[src/rtl/instr_fetch_pkg.sv]
// Shared definitions for the instruction fetch unit and the microsequencer.
// Holds FSM encodings, default widths and the opcode field position.
package instr_fetch_pkg;

    typedef enum logic {
        ST_IDLE = 1'b0,
        ST_READ = 1'b1
    } state_t;

    localparam int DEF_ADDR_WIDTH   = 16;
    localparam int DEF_DATA_WIDTH   = 16;
    localparam int DEF_OPCODE_WIDTH = 4;

    // Opcode occupies the top bits of the instruction word.
    localparam int DEF_OPCODE_MSB = DEF_DATA_WIDTH - 1;

endpackage

[src/rtl/pc_counter.sv]
// Program counter: load has priority over increment, increment wraps modulo 2^WIDTH.
// Latency 1 cycle; no backpressure, acts on every enabled edge.
module pc_counter #(
    parameter int WIDTH    = 16,
    parameter int RESET_PC = 0
) (
    input  logic             clock,
    input  logic             reset,
    input  logic             load,
    input  logic [WIDTH-1:0] load_value,
    input  logic             inc,
    output logic [WIDTH-1:0] pc
);

    always_ff @(posedge clock or negedge reset) begin
        if (!reset) begin
            pc <= WIDTH'(RESET_PC);
        end else if (load) begin
            pc <= load_value;
        end else if (inc) begin
            pc <= pc + 1'b1;
        end
    end

endmodule

[src/rtl/instr_fetch.sv]
// Instruction fetch: PC, req/ack memory read into IR, registered ALU flags.
// Latency: >=2 edges fetch-to-IR; READ holds mem_read/mem_addr until mem_ack.
// Optional FETCH_TIMEOUT_EN adds a READ timeout and sticky fetch_error output.
module instr_fetch
    import instr_fetch_pkg::*;
#(
    parameter int ADDR_WIDTH     = DEF_ADDR_WIDTH,
    parameter int DATA_WIDTH     = DEF_DATA_WIDTH,
    parameter int OPCODE_WIDTH   = DEF_OPCODE_WIDTH,
    parameter int RESET_PC       = 0,
    parameter int TIMEOUT_CYCLES = 15
) (
    input  logic                    clock,
    input  logic                    reset,
    input  logic                    fetch,
    input  logic                    pc_load,
    input  logic [ADDR_WIDTH-1:0]   pc_load_value,
    input  logic                    flags_load,
    input  logic                    alu_carry,
    input  logic                    alu_zero,
    output logic [ADDR_WIDTH-1:0]   mem_addr,
    output logic                    mem_read,
    input  logic                    mem_ack,
    input  logic [DATA_WIDTH-1:0]   mem_data,
    output logic [DATA_WIDTH-1:0]   ir,
    output logic [OPCODE_WIDTH-1:0] opcode,
    output logic                    carry,
    output logic                    zero,
    output logic [ADDR_WIDTH-1:0]   pc,
`ifdef FETCH_TIMEOUT_EN
    output logic                    fetch_error,
`endif
    output logic                    busy,
    output logic                    fetch_done
);

    state_t state, state_nxt;
    logic   pc_ld, pc_inc, ack_take, start;
    logic   tmo_hit;

    assign busy     = (state == ST_READ);
    assign mem_read = busy;
    assign mem_addr = pc;
    assign opcode   = ir[DATA_WIDTH-1 -: OPCODE_WIDTH];
    assign ack_take = busy & mem_ack;
    assign start    = (state == ST_IDLE) & fetch;

`ifdef FETCH_TIMEOUT_EN
    localparam int CNT_W = $clog2(TIMEOUT_CYCLES + 1);
    logic [CNT_W-1:0] rd_cnt;

    // Abort on the TIMEOUT_CYCLES-th READ edge without ack; ack on that edge still wins.
    assign tmo_hit = busy & ~mem_ack & (rd_cnt == CNT_W'(TIMEOUT_CYCLES - 1));

    always_ff @(posedge clock or negedge reset) begin
        if (!reset) begin
            rd_cnt      <= '0;
            fetch_error <= 1'b0;
        end else begin
            if (start) begin
                rd_cnt      <= '0;
                fetch_error <= 1'b0;
            end else if (busy && !mem_ack) begin
                rd_cnt <= rd_cnt + 1'b1;
            end
            if (tmo_hit) begin
                fetch_error <= 1'b1;
            end
        end
    end
`else
    assign tmo_hit = 1'b0;
`endif

    always_comb begin
        state_nxt = state;
        pc_ld     = 1'b0;
        pc_inc    = 1'b0;
        case (state)
            ST_IDLE: begin
                pc_ld = pc_load;
                if (fetch) begin
                    state_nxt = ST_READ;
                end
            end
            ST_READ: begin
                if (mem_ack) begin
                    state_nxt = ST_IDLE;
                    pc_inc    = 1'b1;
                end else if (tmo_hit) begin
                    state_nxt = ST_IDLE;
                end
            end
            default: state_nxt = ST_IDLE;
        endcase
    end

    always_ff @(posedge clock or negedge reset) begin
        if (!reset) begin
            state      <= ST_IDLE;
            ir         <= '0;
            fetch_done <= 1'b0;
            carry      <= 1'b0;
            zero       <= 1'b0;
        end else begin
            state      <= state_nxt;
            fetch_done <= ack_take;
            if (ack_take) begin
                ir <= mem_data;
            end
            if (flags_load) begin
                carry <= alu_carry;
                zero  <= alu_zero;
            end
        end
    end

    pc_counter #(
        .WIDTH    (ADDR_WIDTH),
        .RESET_PC (RESET_PC)
    ) u_pc (
        .clock      (clock),
        .reset      (reset),
        .load       (pc_ld),
        .load_value (pc_load_value),
        .inc        (pc_inc),
        .pc         (pc)
    );

endmodule
[config.mk]
export PLATFORM = sky130hd
export DESIGN_NAME = instr_fetch
export DESIGN_NICKNAME = d
export VERILOG_FILES = /design/src/rtl/instr_fetch_pkg.sv /design/src/rtl/pc_counter.sv /design/src/rtl/instr_fetch.sv
export SDC_FILE = /design/constraint.sdc
export NUM_CORES = 1
export LEC_CHECK = 0
export ABC_AREA = 1
export ABC_CLOCK_PERIOD_IN_PS = 1900
export BUFFER_PORTS_ARGS = -buffer_cell sky130_fd_sc_hd__buf_2
export CAP_MARGIN = 20
export CORE_UTILIZATION = 35
export DETAILED_ROUTE_END_ITERATION = 10
export GPL_TIMING_DRIVEN = 0
export SYNTH_ARGS = -nofsm -noshare
export SYNTH_HDL_FRONTEND = slang
export SYNTH_SLANG_ARGS = --single-unit
[constraint.sdc]
create_clock -name clock -period 1.9 [get_ports clock]
set_input_delay 0.19 -clock clock [delete_from_list [all_inputs] [get_ports clock]]
set_output_delay 0.19 -clock clock [all_outputs]
set_load 0.02 [all_outputs]
Word level (Yosys, flattened, before mapping)
Cells that the tools add are included.
{ "word_totals": {"ff_bits": 36, "input_bits": 40, "output_inout_bits": 57, "word_cells": 18} }
{ "op_classes": {"add_sub_neg": 1, "muxes": 8, "n_bitwise": 2, "reduce_logical": 1} }
{ "op_table": {"columns": ["operator", "count"], "rows": [
  ["2-to-1 mux 16 bit", 2],
  ["adder 16 x 1 -> 16 bit (second input constant)", 1],
  ["2-to-1 mux 1 bit", 5],
  ["one-hot mux 1 bit (2 select lines)", 1],
  ["nonzero test 2 bit", 1],
  ["bitwise AND 1 bit", 1],
  ["NOT 1 bit", 1]
]} }

Logic depth before layout (Yosys ltp)
{ "logic_depth": {"depth_word": 4, "depth_mapped": 9, "ltp_nobuf": 9} }

Cells and area by module
A second synthesis with hierarchy kept.
{ "hier_totals": {"cells_unflattened": 247, "area_unflattened_um2": 2024.4} }
{ "modules_own_cells": {"columns": ["module", "instances", "cells_per_inst", "area_per_inst_um2", "seq_area_each_um2"], "rows": [
  ["pc_counter", 1, 141, 1034.7, 400.4],
  ["instr_fetch", 1, 106, 989.7, 500.5]
]} }

Least setup slack after synthesis
No wires, ideal clock.
{ "synth_path": {"kind": "register -> register", "start": "reg u_pc.pc[0]", "end": "reg u_pc.pc[14]", "setup_ps": 117, "arrival_ps": 1331, "t_required_ps": 1783, "slack_ps": 452, "stages_incl_launch_ff": 9, "n_path_buf": 0, "cell_sequence": "dfrtp_1 > ha_1 > nand3_1 > nor2_1 > nand3_1 > nand2_1 > nand3_1 > nand2_1 > nand2_1"} }
{ "synth_between": {"elab_chain_cells": 3} }
{ "synth_lines": {"columns": ["item", "line_no", "text"], "rows": [
  ["from (decl)", "pc_counter.sv:12", "output logic [WIDTH-1:0] pc"],
  ["from (signal assigned)", "pc_counter.sv:17", "pc <= WIDTH'(RESET_PC);"],
  ["from (signal assigned)", "pc_counter.sv:19", "pc <= load_value;"],
  ["from (signal assigned)", "pc_counter.sv:21", "pc <= pc + 1'b1;"],
  ["adder 16 x 1 -> 16 bit", "pc_counter.sv:21", null],
  ["2-to-1 mux 16 bit", "pc_counter.sv:20", "end else if (inc) begin"],
  ["2-to-1 mux 16 bit", "pc_counter.sv:18", "end else if (load) begin"]
]} }
No other way between the ends. The select of a mux whose other input is x is not followed.
A chain may end at the register's enable or synchronous reset.

Worst setup path after layout
{ "layout_path": {"start": "reg u_pc.pc[0]", "end": "reg u_pc.pc[10]"} }
The elaborated chain is that of the path after synthesis.

==> results.py <==
metrics = {
    "synthesis": {
        "yosys_warnings": 0,
        "postSynthAreaPerCell_um2": 7.58,
        "synth_top_area_cell": "dfrtp_1",
        "synth_area_leaders": "dfrtp_1, nand2_1, buf_4",
        "yosys.area.top_type_share_pct": 43.8,
        "synth_area_um2": 2050,
        "yosysSeqAreaShare_pct": 43.8,
        "ys_ff_latch": 36,
        "syn_inst": 271,
        "synth_fp_nets": 312,
        "ys_types": 29,
    },
    "drt": {
        "drt_iter0_drc": 130,
        "first_pass_iters": 4,
        "wl_per_cell_um": 11.5,
        "totalWireLength_um": 5160,
        "vias": 2019,
        "via_per_inst": 4.52,
        "postRouteAntennaNets": 0,
        "drc": 0,
    },
    "timing": {
        "relSlewSlack_pct": 45.8,
        "max_freq_mhz": 656,
        "setup_viol": 0,
        "finalHoldViolCount": 27,
        "post-route-min-period_ns": 1.52,
        "rsz0062_at_grt": "false",
        "tns_ns": 0,
        "final.setup.worst_slack_ns": 0.376,
        "drv_slew": 0,
        "hold_ws_ns": -0.0133,
        "finClkSkew_ns": 0.00429,
        "timing_worst_slew_pin_value_ns": 0.812,
        "finalCritPeriodShare_pct": 80.2,
    },
    "critical_path": {
        "r2r_cells": 8,
        "cp_common_cell": "nand2_1",
        "path_max_fanout": 6,
        "cp_slowest_cell": "dfrtp_1",
        "slowest_delay_ns": 0.45,
        "crit_chain": "ha_1 > nand3_1 > inv_1 > nand2_1 > o21ai_0 > nand3_1 > nand2_1 > nand2_1",
        "crit_path_start_kind": "register",
        "end_kind": "register",
        "critPathKind": "register to register",
        "arrival_ns": 1.71,
        "cp.required_ns": 2.08,
    },
    "status": {
        "status": "finished, violations left",
        "failed_checks": "hold timing",
    },
    "placement": {
        "portBuffers": 96,
        "pre_cts_ws_ns": 0.378,
        "gp_congestion": 0.808,
        "hpwlAfterDp_um": 3790,
        "dpl-instance-area_um2": 2630,
    },
    "cts": {
        "clkSinkCount": 36,
        "cts_buffers": 5,
        "ctsResizeCount": 0,
        "path_clk_slew_ns": 0.08,
        "insertion_delay_ns": 0.29,
        "htree_levels": 2,
        "cts-root-buf": "clkbuf_8",
        "cts_tree": "yes",
        "holdBufCountCts": 0,
        "postCtsSetupBuffers": 0,
        "cts_buffer_depth": 2,
    },
    "global_routing": {
        "use_met1_pct": 24.5,
        "busiest_layer": "met2",
        "use_met2_pct": 28.1,
        "grt_pass1_vias": 1849,
        "use_met3_pct": 5.12,
        "antenna_found_initial": 0,
        "grt_max_degree": 37,
        "grt_pass1_wl_um": 8710,
        "globalRoute.totalOverflow": 0,
        "grt_usage_pct": 18.3,
    },
    "final_layout": {
        "fin_nets": 415,
        "design_area_um2": 2720,
        "area_growth_pct": 32.5,
        "drive_gt1_share_pct": 38.4,
        "antennaDiodeCount": 0,
    },
    "die": {
        "die-area_um2": 6180,
        "die_w_um": 78.6,
        "io_pins": 97,
        "rows": 27,
        "die_h_um": 78.6,
        "start_util_pct": 36.9,
        "core_um2": 5570,
    },
    "power": {
        "p_leak_nw": 1.53,
        "pwr_density_cell_nw_per_um2": 1260,
        "p_total_mw": 3.42,
        "ir_drop_mv": 0.481,
    },
    "worst_hold_path": {
        "min_path_type": "input port to asynchronous set/reset pin",
    },
    "job": {
        "maxCapViolCount": 0,
    },
}
## cells in the mapped netlist (all sizes together)
master,count
a211oi,3
a21boi,2
a21oi,1
a22oi,1
a31oi,2
buf,28
clkinv,1
dfrtp,36
ha,1
inv,18
mux2,2
nand2,95
nand3,18
nand3b,1
nand4,2
nor2,43
nor3,1
o211ai,1
o21ai,13
o22ai,1
xor2,1
## path summary, 6_finish.rpt
check / to / start / slack, ns
setup / recovery: u_pc.pc[10] / u_pc.pc[0] / 0.38
hold / removal: u_pc.pc[6] / reset / -0.01
setup reg to reg: u_pc.pc[10] / u_pc.pc[0] / 0.38
hold reg to reg: ir[1] / ir[1] / 0.48
max in group asynchronous: ir[3] / reset / 1.40
min in group clock: ir[14] / mem_data[14] / 0.09
## metrics by stage
step                cells  util [%]
floorplan             271         -
global placement      439      47.1
detailed placement    439      47.1
CTS                   447      48.8
global route          447      48.8
finish                447      48.8
## metal layers
| layer | vias to the layer above | wire length [µm] |
|---|---|---|
| met3 | 6 | 363 |
| met2 | 78 | 2380 |
| met4 | 0 | 61 |
| met5 | - | 0 |
| li1 | 1038 | - |
| met1 | 897 | 2350 |
## sequential cells by signal, indices dropped and copies added, names as in the netlist
register    flops
u_pc.pc        16
ir             16
carry           1
fetch_done      1
busy            1
zero            1
## layout make-up
| cell class | count | area, µm² |
|---|---|---|
| sequential | 36 | 901 |
| tap | 72 | 90.1 |
| clock inverter | 2 | 15.0 |
| timing repair buffer | 96 | 480 |
| buffer | 28 | 210 |
| clock buffer | 6 | 82.6 |
| fill | 575 | 2850 |
| inverter | 19 | 83.8 |
| multi-input combinational | 188 | 860 |
## power by group
group	leakage, nW	switching (mW)	internal, mW
Clock	0.0434	0.290	0.294
Combinational	1.05	0.967	0.654
Sequential	0.440	0.251	0.964
Total	1.53	1.51	1.91
## cell families after synthesis
kind of cell             share of synthesized area, %
AO/OA/AOI/OAI                                    7.49
buffers and inverters                            14.3
XOR/XNOR                                        0.426
flip-flops                                       43.8
multiplexers                                     1.10
AND/OR/NAND/NOR                                  32.2
adder cells (fa/ha/maj)                         0.609
## cell usage in the layout (no fill, tap or decap)
cell / count
a211oi_1: 3
a21boi_1: 2
a21oi_1: 1
a22oi_1: 1
a31oi_1: 2
buf_2: 99
buf_4: 23
buf_6: 2
clkbuf_8: 6
clkinv_4: 1
clkinvlp_4: 2
dfrtp_1: 36
ha_1: 1
inv_1: 16
inv_4: 1
inv_6: 1
mux2_2: 2
nand2_1: 93
nand2_2: 2
nand3_1: 18
nand3b_1: 1
nand4_1: 2
nor2_1: 41
nor2_4: 1
nor2_8: 1
nor3_1: 1
o211ai_2: 1
o21ai_0: 11
o21ai_2: 2
o22ai_1: 1
xor2_1: 1
## critical path: cells and delay by family (launching register included)
family                   cells  cell delay [ns]
adder cells (fa/ha/maj)      1             0.23
flip-flops                   1             0.45
buffers and inverters        1             0.12
AO/OA/AOI/OAI                1             0.16
AND/OR/NAND/NOR              5             0.45
(Power assumes the default switching activity.)
